File: src/rtl/modn_counter_pkg.sv
// Shared constants and helpers for the modulo-N up/down counter.
package modn_counter_pkg;

    localparam logic DIR_UP   = 1'b0;
    localparam logic DIR_DOWN = 1'b1;

    localparam int DEF_WIDTH   = 4;
    localparam int DEF_MODULUS = 5;

    // Bits needed to hold the values 0 .. v-1.
    function automatic int clog2(input longint v);
        longint x;
        int     r;
        r = 0;
        x = v - 1;
        while (x > 0) begin
            r++;
            x = x >> 1;
        end
        return r;
    endfunction

endpackage

File: src/rtl/modn_next_calc.sv
// Combinational next-count, wrap and load range evaluation.
// MODN_COUNTER_SAT_EN selects saturating limits instead of modulo wrap.
module modn_next_calc
    import modn_counter_pkg::*;
#(
    parameter int WIDTH   = DEF_WIDTH,
    parameter int MODULUS = DEF_MODULUS
) (
    input  logic [WIDTH-1:0] cnt,
    input  logic             mode,
    input  logic [WIDTH-1:0] load_val,
    output logic [WIDTH-1:0] cnt_next,
    output logic             step_wrap,
    output logic             at_limit,
    output logic             load_ok
);

    localparam logic [WIDTH-1:0] MAX_VAL = WIDTH'(MODULUS - 1);
    // One extra bit so MODULUS = 2**WIDTH is representable.
    localparam logic [WIDTH:0]   MOD_EXT = (WIDTH + 1)'(MODULUS);

    always_comb begin
        at_limit  = (mode == DIR_UP) ? (cnt == MAX_VAL) : (cnt == '0);
        load_ok   = ({1'b0, load_val} < MOD_EXT);
        step_wrap = 1'b0;
        cnt_next  = (mode == DIR_UP) ? cnt + WIDTH'(1) : cnt - WIDTH'(1);
`ifdef MODN_COUNTER_SAT_EN
        if (at_limit) begin
            cnt_next = cnt;
        end
`else
        if (at_limit) begin
            cnt_next  = (mode == DIR_UP) ? '0 : MAX_VAL;
            step_wrap = 1'b1;
        end
`endif
    end

endmodule

File: src/rtl/modn_updown_counter.sv
// Modulo-N up/down counter with enable, parallel load, terminal count and wrap pulse.
// Build with MODN_COUNTER_SAT_EN for saturating (non-wrapping) behaviour.
module modn_updown_counter
    import modn_counter_pkg::*;
#(
    parameter int WIDTH   = DEF_WIDTH,
    parameter int MODULUS = DEF_MODULUS
) (
    input  logic             clk,
    input  logic             reset,
    input  logic             en,
    input  logic             mode,
    input  logic             load,
    input  logic [WIDTH-1:0] load_val,
    output logic [WIDTH-1:0] out,
    output logic             tc,
    output logic             wrap,
    output logic             load_err
);

    if (MODULUS < 2 || longint'(MODULUS) > (longint'(1) << WIDTH) ||
        WIDTH < clog2(MODULUS)) begin : g_bad_cfg
        $error("modn_updown_counter: MODULUS must be in 2 .. 2**WIDTH");
    end

    logic [WIDTH-1:0] out_q, out_d;
    logic             wrap_q, wrap_d;
    logic             load_err_q, load_err_d;

    logic [WIDTH-1:0] cnt_next;
    logic             step_wrap;
    logic             at_limit;
    logic             load_ok;

    modn_next_calc #(
        .WIDTH   (WIDTH),
        .MODULUS (MODULUS)
    ) u_next (
        .cnt       (out_q),
        .mode      (mode),
        .load_val  (load_val),
        .cnt_next  (cnt_next),
        .step_wrap (step_wrap),
        .at_limit  (at_limit),
        .load_ok   (load_ok)
    );

    // Priority: reset > load > en > hold.
    always_comb begin
        out_d      = out_q;
        wrap_d     = 1'b0;
        load_err_d = 1'b0;
        if (reset) begin
            out_d = '0;
        end else if (load) begin
            out_d      = load_ok ? load_val : '0;
            load_err_d = ~load_ok;
        end else if (en) begin
            out_d  = cnt_next;
            wrap_d = step_wrap;
        end
    end

    always_ff @(posedge clk) begin
        out_q      <= out_d;
        wrap_q     <= wrap_d;
        load_err_q <= load_err_d;
    end

    assign out      = out_q;
    assign wrap     = wrap_q;
    assign load_err = load_err_q;
    assign tc       = en & ~load & ~reset & at_limit;

endmodule

File: config.mk
export PLATFORM = sky130hd
export DESIGN_NAME = modn_updown_counter
export DESIGN_NICKNAME = d
export VERILOG_FILES = /design/src/rtl/modn_counter_pkg.sv /design/src/rtl/modn_next_calc.sv /design/src/rtl/modn_updown_counter.sv
export SDC_FILE = /design/constraint.sdc
export NUM_CORES = 1
export LEC_CHECK = 0
export ABC_CLOCK_PERIOD_IN_PS = 3100
export BUFFER_PORTS_ARGS = -buffer_cell sky130_fd_sc_hd__buf_2
export CORE_MARGIN = 2
export CORE_UTILIZATION = 28
export CTS_CLUSTER_DIAMETER = 30
export DETAILED_ROUTE_END_ITERATION = 10
export HOLD_SLACK_MARGIN = 0.06
export PLACE_DENSITY = 0.48
export SLEW_MARGIN = 10
export SYNTH_ARGS = -nofsm -noshare
export SYNTH_HDL_FRONTEND = slang
export SYNTH_SLANG_ARGS = --single-unit
File: constraint.sdc
create_clock -name clk -period 3.1 [get_ports clk]
set_input_delay 0.465 -clock clk [delete_from_list [all_inputs] [get_ports clk]]
set_output_delay 0.465 -clock clk [all_outputs]
set_load 0.1 [all_outputs]
; ---- Word level (Yosys, flattened, before mapping)
; Index checks and enable logic that the tools add are counted.
[op_classes]
n_addsub = 2
mul = 0
div = 0
magnitude_cmp = 1
eq_ne = 1
shift = 0
n_mux = 8
bitwise_logic = 7
reduce_logical = 4
[ops]
columns = cell, n
row1 = $mux W4, 5
row2 = $add A4 B1 Y4 const B, 1
row3 = $eq A4 B3 Y1 const B, 1
row4 = $logic_not A4 Y1, 1
row5 = $lt A4 B3 Y1 const B, 1
row6 = $not A1 Y1, 4
row7 = $sub A4 B1 Y4 const B, 1
row8 = $and A1 B1 Y1, 3
row9 = $mux W3, 1
row10 = $reduce_or A3 Y1, 1
row11 = $mux W1, 2
row12 = $reduce_bool A2 Y1, 1
row13 = $reduce_or A2 Y1, 1
[totals]
ff_bits = 6
latch_bits = 0
mem_bits_rw = 0
rom_bits = 0
input_bits = 9
out_inout_bits = 7
elab_cells = 26
mem_count = 0

; ---- Longest topological paths before layout
; Gate-level depths: netlist (run 1).
[logic_depth]
depth_word = 5
ltp_mapped = 5
mapped_depth_nobuf = 5

; ---- Modules after synthesis
; A second synthesis (run 1) with hierarchy kept.
[unflattened]
hier_cells = 48
hier_area_um2 = 446.7
[by_module_without_submodules]
columns = module, n_inst, cells_per_inst, area_per_inst_um2, seq_area_each_um2
row1 = modn_updown_counter, 1, 23, 260.2, 120.1
row2 = modn_next_calc, 1, 25, 186.4, 0.0

; ---- Least setup slack after synthesis (run 1)
; Ideal clock, no wire load.
[synth_path]
kind = register to output
from = register out_q[2] (netlist: out[2])
to = output tc
arrival_time_ps = 3423
t_required_ps = 2635
slack_ps = -788
path_stages_with_launch = 4
n_path_buf = 0
path_cell_list = dfxtp_1 xor2_1 nand2_1 nor3_1
[synth_between]
elab_chain_cells = 3
elab_cells_between_ends = 4
classes_between = eq/ne: 1 / mux: 1 / bitwise: 1 / reduce/logical: 1
[synth_rtl]
columns = element, line_no
row1 = "start, declared", modn_updown_counter.sv:26  ; logic [WIDTH-1:0] out_q, out_d;
row2 = "start signal, assigned", modn_updown_counter.sv:65  ; out_q <= out_d;
row3 = $eq A4 B3 Y1 / $logic_not A4 Y1 (equally long branches), modn_next_calc.sv:23  ; at_limit = (mode == DIR_UP) ? (cnt == MAX_VAL) : (cnt == '0);
row4 = $mux W1 *, modn_next_calc.sv:23
row5 = $and A1 B1 Y1 *, modn_updown_counter.sv:73  ; assign tc = en & ~load & ~reset & at_limit;
row6 = "end, declared", modn_updown_counter.sv:16  ; output logic tc,
; Every way passes the cells marked *; elsewhere a longest branch is shown, timed or not.

; ---- Worst setup path after layout (run 1)
[layout_path]
from = register out_q[0] (netlist: out[0])
to = output tc
; Same word-level chain as after synthesis.

==> results of run 1 <==
## final cells by class
class / instances / area share [%]
clock buffer: 3 / 4.444
inverter: 1 / 0.7407
multi-input combinational: 36 / 52.59
sequential: 6 / 23.70
tap: 15 / 3.704
timing repair buffer: 15 / 14.81
## kinds of logic after synthesis
logic type,after synthesis
flip-flops,6
AO/OA/AOI/OAI,12
XOR/XNOR,4
AND/OR/NAND/NOR,17
buffers and inverters,3
adder cells (fa/ha/maj),3
## metal layers
metal,wire length [um],GRT usage [%],vias up,share of wire (%)
met5,0,0,-,0
li1,-,-,204,-
met4,13,3.871,0,1.4
met3,70,6.522,2,7.7
met1,422,13.53,179,47
met2,399,15.63,11,44
## state kept, by name (all words and copies together) (netlist names)
| name | flops |
|---|---|
| wrap | 1 |
| load_err | 1 |
| out | 4 |
## synth_stat cells
cell,instances
clkbuf_1,1
nor3b_1,2
a221oi_1,1
a31o_1,1
xnor2_1,1
a2111o_1,1
xor2_1,3
dfxtp_1,6
nand3b_1,1
nor2_1,3
nor4b_1,1
a21oi_1,4
ha_1,2
buf_1,1
a21o_1,1
nand2_1,2
inv_1,1
nor3_1,4
nand3_1,1
or2_0,1
fa_1,1
nand2b_1,1
a31oi_1,2
o41ai_1,1
a211oi_1,1
or3b_1,1
## where the power goes
group          switching (mW)  internal [mW]  leakage [nW]
combinational          0.0606         0.0230         0.175
clock                  0.0309         0.0440        0.0138
sequential            0.00576         0.0818        0.0492
total                  0.0972          0.149         0.238
## worst max-delay path: stages (launching register included)
cell     delay (ns)
dfxtp_1        0.37
nor3_1         0.26
nand2_1        0.18
nor3_2         0.17
buf_2          0.44
## placed cells by master (no fill, tap or decap)
cell       n
buf_2     15
dfxtp_1    6
a21oi_1    4
nor3_1     3
xor2_1     3
nor2_1     3
clkbuf_4   3
nand2_1    2
nor3b_1    2
a31oi_1    2
ha_1       2
nand2b_1   1
nor3_2     1
inv_1      1
nand3_1    1
a21o_1     1
xnor2_1    1
nor4b_1    1
a31o_1     1
or2_0      1
nand3b_1   1
a221oi_1   1
o41ai_1    1
or3b_1     1
a211oi_1   1
a2111o_1   1
fa_1       1
## per-stage QoR
stage                     hold WS, ns  instances
after floorplan                0.6179         45
after global placement         0.5672         73
after detailed placement       0.5228         73
after CTS                      0.4873         76
after global routing           0.5005         76
final                          0.4919         76
## path summary, 6_finish.rpt
check,slack [ns],end,start,depth (start not counted)
hold / removal,0.49,out[1],reset,2
setup reg to reg,1.45,out[2],out[0],5
hold reg to reg,0.56,out[2],out[2],1
setup / recovery,0.97,tc,out[0],4
==> results.sh, run 1 <==
export IMPL_n_antenna_cell=0
export IMPL_layout_nets=75
export IMPL_htreeDepth=1
export IMPL_worstSetupEndpointType="output port"
export IMPL_cts_root_buf="clkbuf_4"
export IMPL_postSynthAreaPerCell_um2=8.731
export IMPL_portBuffers=15
export IMPL_yosysTopAreaCell="dfxtp_1"
export IMPL_insertion_delay_ns=0.25
export IMPL_fin_crit_ns=2.126
export IMPL_grt_first_pass_wirelength_mm=1.455
export IMPL_rsz0062_at_grt="no"
export IMPL_routed_wl_um=905
export IMPL_drtAntennaViolNets=0
export IMPL_synthCells=45
export IMPL_syn2layout_area_growth_pct=28.98
export IMPL_netlist_area_um2=392.9
export IMPL_ys_seq_area_share_pct=30.57
export IMPL_fp_dieArea_mm2=0.001719
export IMPL_synth_fp_nets=57
export IMPL_path_clk_slew_ns=0.05
export IMPL_cts_resized=0
export IMPL_layout_drive_gt1_share_pct=31.15
export IMPL_final_seq_area_um2=120.1
export IMPL_max_freq_ghz=0.4704
export IMPL_first_pass_iters=3
export IMPL_dp_hpwl_um=700.8
export IMPL_p_leak_nw=0.2376
export IMPL_netlist_area_leader_share_pct=30.57
export IMPL_setup_viol=0
export IMPL_start_util_pct=30.19
export IMPL_power_total_uw=246.1
export IMPL_fin_crit_sh_pct=68.58
export IMPL_synth_mux_area_share_pct=0
export IMPL_post_cts_buffers=0
export IMPL_place_ws_ns=1.065
export IMPL_multiInputGateArea_um2=266.5
export IMPL_fillCellCount=148
export IMPL_drv_cap=0
export IMPL_finish_instance_area_um2=506.7
export IMPL_finalHoldViolations=0
export IMPL_io_pins=16
export IMPL_worst_slew_pin_slew_ns=0.4865
export IMPL_worstPathMaxFanout=7
export IMPL_finalCoreUtilization_pct=38.94
export IMPL_core_area_mm2=0.001301
export IMPL_placed_cell_area_um2=484.2
export IMPL_hold_path_class="in -> reg"
export IMPL_viasPerCell=5.211
export IMPL_synthXorXnorAreaFrac_pct=8.917
export IMPL_layout_setup_ws_ns=0.9739
export IMPL_clock_sinks=6
export IMPL_rows=13
export IMPL_grt_start_max_net_pins=11
export IMPL_vias=396
export IMPL_drv_slew=0
export IMPL_grt_remaining_overflow=0
export IMPL_critPathRequiredTime_ns=2.63
export IMPL_worst_ir_drop_vdd_mv=0.2009
export IMPL_die_w_um=41.46
export IMPL_fin_tns_setup_ns=0
export IMPL_synth_compound_area_share_pct=21.66
export IMPL_gp_congestion=0.7997
export IMPL_synth_distinct_cells=26
export IMPL_avgRoutedWirePerCell_um=11.91
export IMPL_yosysWarnings=0
export IMPL_synthSimpleGateAreaFrac_pct=24.52
export IMPL_cts_tree="built"
export IMPL_ys_ff_latch=6
export IMPL_skew_ns=0.003231
export IMPL_synth_adder_area_share_pct=11.46
export IMPL_synth_top_family_by_area="simple AND/OR/NAND/NOR gates"
export IMPL_status="finished, final reports clean"
export IMPL_synthTopCellsByArea="dfxtp_1 31%, xor2_1 6.7%, ha_1 6.4%"
export IMPL_grt_use_total_pct=10.97
export IMPL_powerDensity_mw_per_mm2=485.6
export IMPL_numCtsBuffers=3
export IMPL_drc=0
export IMPL_path_class="reg -> out"
export IMPL_relSlewSlack_pct=67.79
export IMPL_worstSetupStartpointType="register"
export IMPL_cp_data_arrival_time_ns=1.66
export IMPL_drt_iter0_drc=3
export IMPL_dieHeight_um=41.46
export IMPL_antenna_found_initial=0
export IMPL_cts_buffer_depth=2
export IMPL_grt_pass1_vias=362
export IMPL_hold_buffers=0
Note: power is estimated with default switching activity, not from simulation.
==> run 2: changes to the inputs <==
Settings changed: ABC_AREA from default to 1, ABC_CLOCK_PERIOD_IN_PS 3100 to 2000, CORE_ASPECT_RATIO from default to 0.9.
Clock period 3.1 ns to 2 ns, I/O delays scaled along.
==> run 2 against run 1 <==
Effect of this change:
- global-route usage is 1.8 points higher
- non-clock buffer count unchanged
- design area increased by 12%
- critical path depth increased by 2
- clock skew increased by 0.0027 ns
- clock-buffer cell count increased by 1
- synthesized cell count up 33%
- via count is 11% higher
- clock power increased by 58%
- flip-flop and latch count unchanged
- critical endpoint unchanged
==> results.sh, run 2 <==
export IMPL_status="finished, final reports clean"
export IMPL_p_comb_share_pct=36.2
export IMPL_clock_sinks=6
export IMPL_cts_tree="built"
export IMPL_grt_first_pass_wirelength_mm=1.559
export IMPL_viasPerCell=4.660
export IMPL_n_antenna_cell=0
export IMPL_netlist_area_um2=424.2
export IMPL_fin_tns_setup_ns=0
export IMPL_worstPathMaxFanout=5
export IMPL_intPower_uw=239.5
export IMPL_syn2layout_area_growth_pct=33.33
export IMPL_synth_common_cells="14 x nand2_1, 6 x dfxtp_1, 6 x inv_1"
export IMPL_first_pass_iters=3
export IMPL_drv_cap=0
export IMPL_netSwitchingPower_uw=156.1
export IMPL_fin_crit_sh_pct=93.19
export IMPL_p_leak_nw=0.2889
export IMPL_finalCoreUtilization_pct=39.51
export IMPL_yosysTopAreaCell="dfxtp_1"
export IMPL_die_w_um=45.03
export IMPL_route_met3_wl_um=52
export IMPL_async_flop_share_pct=0
export IMPL_hold_path_class="in -> reg"
export IMPL_gp_congestion=0.7854
export IMPL_layout_nets=92
export IMPL_portBuffers=15
export IMPL_cts_resized=0
export IMPL_wl_met2_um=518
export IMPL_grt_remaining_overflow=0
export IMPL_cp_data_arrival_time_ns=1.56
export IMPL_fp_dieArea_mm2=0.001843
export IMPL_start_util_pct=29.63
export IMPL_dieHeight_um=40.93
export IMPL_worst_slew_pin_slew_ns=0.4828
export IMPL_relSlewSlack_pct=68.03
export IMPL_seqPwrFrac_pct=34.1
export IMPL_powerDensity_mw_per_mm2=699.7
export IMPL_path_class="reg -> out"
export IMPL_drv_slew=0
export IMPL_avgRoutedWirePerCell_um=10.83
export IMPL_maxUsedRoutingLayer="met3"
export IMPL_post_cts_buffers=0
export IMPL_skew_ns=0.005954
export IMPL_numCtsBuffers=3
export IMPL_finalHoldViolations=0
export IMPL_synth_fp_nets=72
export IMPL_place_ws_ns=0.3335
export IMPL_yosysMostFrequentCell="nand2_1"
export IMPL_synth_distinct_cells=20
export IMPL_dp_hpwl_um=800.3
export IMPL_antenna_found_initial=0
export IMPL_ys_ff_latch=6
export IMPL_final_cell_mix="15 x buf_2, 14 x nand2_1, 6 x inv_1"
export IMPL_drt_iter0_drc=11
export IMPL_worstSetupEndpointType="output port"
export IMPL_grt_use_total_pct=12.78
export IMPL_switching_share_pct=39.46
export IMPL_rsz0062_at_grt="no"
export IMPL_critPathRequiredTime_ns=1.70
export IMPL_rows=13
export IMPL_ys_seq_area_share_pct=28.32
export IMPL_drtAntennaViolNets=0
export IMPL_cts_root_buf="clkbuf_4"
export IMPL_hold_buffers=0
export IMPL_synthTopCellsByArea="dfxtp_1 28%, nand2_1 12%, a21oi_2 6.2%"
export IMPL_hold_ws_ns=0.2910
export IMPL_postSynthAreaPerCell_um2=7.069
export IMPL_synth_edf_count=0
export IMPL_drt_met1_wl_um=448
export IMPL_p_clk_share_pct=29.7
export IMPL_vias=438
export IMPL_netlist_area_leader_share_pct=28.32
export IMPL_largest_reg_flops=4
export IMPL_layout_setup_ws_ns=0.1362
export IMPL_fin_crit_ns=1.864
export IMPL_cts_buffer_depth=2
export IMPL_synthCells=60
export IMPL_grt_pass1_vias=374
export IMPL_yosysWarnings=0
export IMPL_finish_instance_area_um2=565.5
export IMPL_layout_drive_gt1_share_pct=41.77
export IMPL_setup_viol=0
export IMPL_htreeDepth=1
export IMPL_path_clk_slew_ns=0.05
export IMPL_placed_cell_area_um2=539.3
export IMPL_io_pins=16
export IMPL_synth_main_ff_cell="dfxtp_1"
export IMPL_worst_ir_drop_vdd_mv=0.2900
export IMPL_worstSetupStartpointType="register"
export IMPL_grt_start_max_net_pins=8
export IMPL_insertion_delay_ns=0.24
export IMPL_core_area_mm2=0.001431
export IMPL_routed_wl_mm=1.018
export IMPL_max_freq_ghz=0.5365
export IMPL_final_common_cell="buf_2"
export IMPL_drc=0
[run 2: logic make-up (layout without fill, tap and decap cells)]
| kind of cell | Yosys count | in the layout | share of synthesized area, % |
|---|---|---|---|
| and+or+nand+nor | 32 | 32 | 36.58 |
| AOI/OAI and AO/OA | 10 | 10 | 15.34 |
| buffers and inverters | 8 | 27 | 7.080 |
| DFF | 6 | 6 | 28.32 |
| adders and majority gates | 3 | 3 | 10.62 |
| xor gates and xnor gates | 1 | 1 | 2.065 |
[run 2: metal layers]
| layer | GRT usage (%) | vias to the layer above |
|---|---|---|
| met1 | 13.05 | 192 |
| met5 | 0 | - |
| met3 | 7.930 | 0 |
| met2 | 22.86 | 8 |
| met4 | 2.206 | 0 |
| li1 | - | 238 |
[run 2: area by class of cell]
cell class | instances | area (um2)
fill | 164 | 865.8
sequential | 6 | 130.1
inverter | 8 | 30.03
clock buffer | 4 | 26.28
timing repair buffer | 15 | 75.07
multi-input combinational | 46 | 285.3
tap | 15 | 18.77
[run 2: final timing paths]
path	start	endpoint	slack [ns]	cells after the start
worst max-delay path	out[0]	tc	0.14	6
worst min-delay path	load	out[2]	0.29	2
worst max register to register	out[0]	out[2]	0.69	6
worst min register to register	out[3]	out[3]	0.50	2
[run 2: worst max-delay path, cell delays in order (launching register included)]
cell and delay (ns):
dfxtp_4 0.36, inv_1 0.08, nand2_2 0.06, nor2_4 0.11
nand2_2 0.10, nor3_4 0.17, buf_2 0.44
[run 2: stage by stage]
step	instances	total power [mW]
after floorplan	60	0.2469
after global placement	90	0.2798
after detailed placement	90	0.2803
after CTS	94	0.4051
after global routing	94	0.4240
final	94	0.3957
[run 2: power groups by stage]
stage	combinational (mW)	clock, mW	sequential (mW)
CTS	0.144	0.126	0.135
floorplan	0.0625	0	0.184
finish	0.143	0.118	0.135
global placement	0.142	0	0.138
detailed placement	0.143	0	0.137
global route	0.155	0.133	0.136
==> run 3: changes to the inputs <==
Settings changed: CORE_AREA from default to 2 2 39 41, CORE_ASPECT_RATIO 0.9 to default, CORE_MARGIN 2 to default, CORE_UTILIZATION 28 to default, DIE_AREA from default to 0 0 41 43, PLACE_DENSITY 0.48 to 0.53.
==> run 3 against run 2 <==
Effect of this change:
- via count up 1.4%
- maximum frequency down 0.89%
- non-clock buffer count is the same
- cell count up 1.1%
- clock power is 7% higher
- worst setup slack lost 0.017 ns
- flip-flop and latch count unchanged
- clock-buffer cell count is the same
- sequential share of layout area is 0.051 points lower
- clock skew increased by 0.0070 ns
==> results.sh, run 3 (synthesis results as in run 2) <==
export IMPL_setup_viol=0
export IMPL_layout_setup_ws_ns=0.1195
export IMPL_path_class="reg -> out"
export IMPL_hold_path_class="in -> reg"
export IMPL_min_path_cells=2
export IMPL_worst_ir_drop_vdd_mv=0.2697
export IMPL_drc=0
export IMPL_numCtsBuffers=3
export IMPL_cts_root_buf="clkbuf_4"
export IMPL_dpl_cell_count=91
export IMPL_cp_data_arrival_time_ns=1.58
export IMPL_holdCritStartpoint="load"
export IMPL_route_met3_wl_um=66
export IMPL_largest_reg_flops=4
export IMPL_insertion_delay_ns=0.26
export IMPL_stdcell_count=95
export IMPL_maxUsedRoutingLayer="met4"
export IMPL_grt_pass1_vias=394
export IMPL_relSlewSlack_pct=67.81
export IMPL_post_cts_buffers=0
export IMPL_rows=14
export IMPL_reg2reg_from="out[0]"
export IMPL_worstPathMaxFanout=5
export IMPL_grt_start_max_net_pins=8
export IMPL_rsz0062_at_grt="no"
export IMPL_avgRoutedWirePerCell_um=9.200
export IMPL_place_ws_ns=0.3337
export IMPL_dieHeight_um=43
export IMPL_portBuffers=15
export IMPL_routed_wl_um=874
export IMPL_max_freq_ghz=0.5318
export IMPL_fin_crit_sh_pct=94.02
export IMPL_powerDensity_mw_per_mm2=708.5
export IMPL_finalHoldViolations=0
export IMPL_layout_drive_gt1_share_pct=41.77
export IMPL_r2r_setup_slack_ns=0.74
export IMPL_status="finished, final reports clean"
export IMPL_start_util_pct=30.65
export IMPL_worst_slew_pin_slew_ns=0.4861
export IMPL_clock_sinks=6
export IMPL_cts_buffer_depth=2
export IMPL_grt_first_pass_wirelength_mm=1.573
export IMPL_gp_congestion=0.7388
export IMPL_skew_ns=0.01295
export IMPL_grt_use_total_pct=13.49
export IMPL_wl_met2_um=385
export IMPL_worstSetupStartpointType="register"
export IMPL_die_w_um=41
export IMPL_antenna_found_initial=0
export IMPL_htreeDepth=1
export IMPL_worstSetupEndpointType="output port"
export IMPL_drtAntennaViolNets=0
export IMPL_viasPerCell=4.674
export IMPL_critPathLaunch="out[0]"
export IMPL_drt_met1_wl_um=405
export IMPL_final_cell_mix="15 x buf_2, 14 x nand2_1, 6 x inv_1"
export IMPL_p_leak_nw=0.2889
export IMPL_final_common_cell="buf_2"
export IMPL_n_antenna_cell=0
export IMPL_fp_dieArea_mm2=0.001763
export IMPL_core_area_mm2=0.001384
export IMPL_ff2ff_path_depth=6
export IMPL_fin_crit_ns=1.880
export IMPL_cts_resized=0
export IMPL_drv_slew=0
export IMPL_power_total_uw=401.6
export IMPL_drv_cap=0
export IMPL_path_clk_slew_ns=0.06
export IMPL_dp_hpwl_um=710.9
export IMPL_hold_buffers=0
export IMPL_critPathRequiredTime_ns=1.70
export IMPL_io_pins=16
export IMPL_drt_iter0_drc=10
export IMPL_cts_tree="built"
export IMPL_first_pass_iters=4
export IMPL_vias=444
export IMPL_grt_remaining_overflow=0
export IMPL_syn2layout_area_growth_pct=33.63
export IMPL_fin_tns_setup_ns=0
export IMPL_layout_nets=92
## run 3: cell counts in the layout (fill, tap and decap cells not counted)
No cell type changed its count.
## run 3: worst paths after layout
| check | endpoint |
|---|---|
| max | tc |
| min | out[2] |
| max reg2reg | out[2] |
| min reg2reg | out[3] |
## run 3: area by class of cell
type / count / area (um2)
fill: 143 / 817.0
inverter: 8 / 30.03
multi-input combinational: 46 / 285.3
sequential: 6 / 130.1
clock buffer: 4 / 26.28
tap: 16 / 20.02
timing repair buffer: 15 / 75.07
## run 3: critical path, stage by stage (launching register included)
cell and delay [ns]:
dfxtp_4 0.36, inv_1 0.08, nand2_2 0.06, nor2_4 0.11, nand2_2 0.10, nor3_4 0.17
buf_2 0.44
## run 3: per-stage QoR
stage / utilization, % / hold WS, ns / cell area [um2]
2_1_floorplan: - / 0.3551 / 445.4
4_1_cts: 40.96 / 0.2387 / 566.8
3_5_place_dp: 39.06 / 0.4912 / 540.5
6_report: 40.96 / 0.2431 / 566.8
5_1_grt: 40.96 / 0.2553 / 566.8
3_3_place_gp: 39.06 / 0.4863 / 540.5
## run 3: layer usage
metal,vias up,track usage [%]
li1,233,-
met1,189,19.48
met2,19,17.50
met3,3,4.712
met4,0,6.000
met5,-,0
## run 3: power breakdown
| part | total [mW] | internal, mW | switching [mW] |
|---|---|---|---|
| logic | 0.141 | 0.0371 | 0.103 |
| registers | 0.135 | 0.127 | 0.00803 |
| clock network | 0.126 | 0.0760 | 0.0503 |
| total | 0.402 | 0.240 | 0.162 |
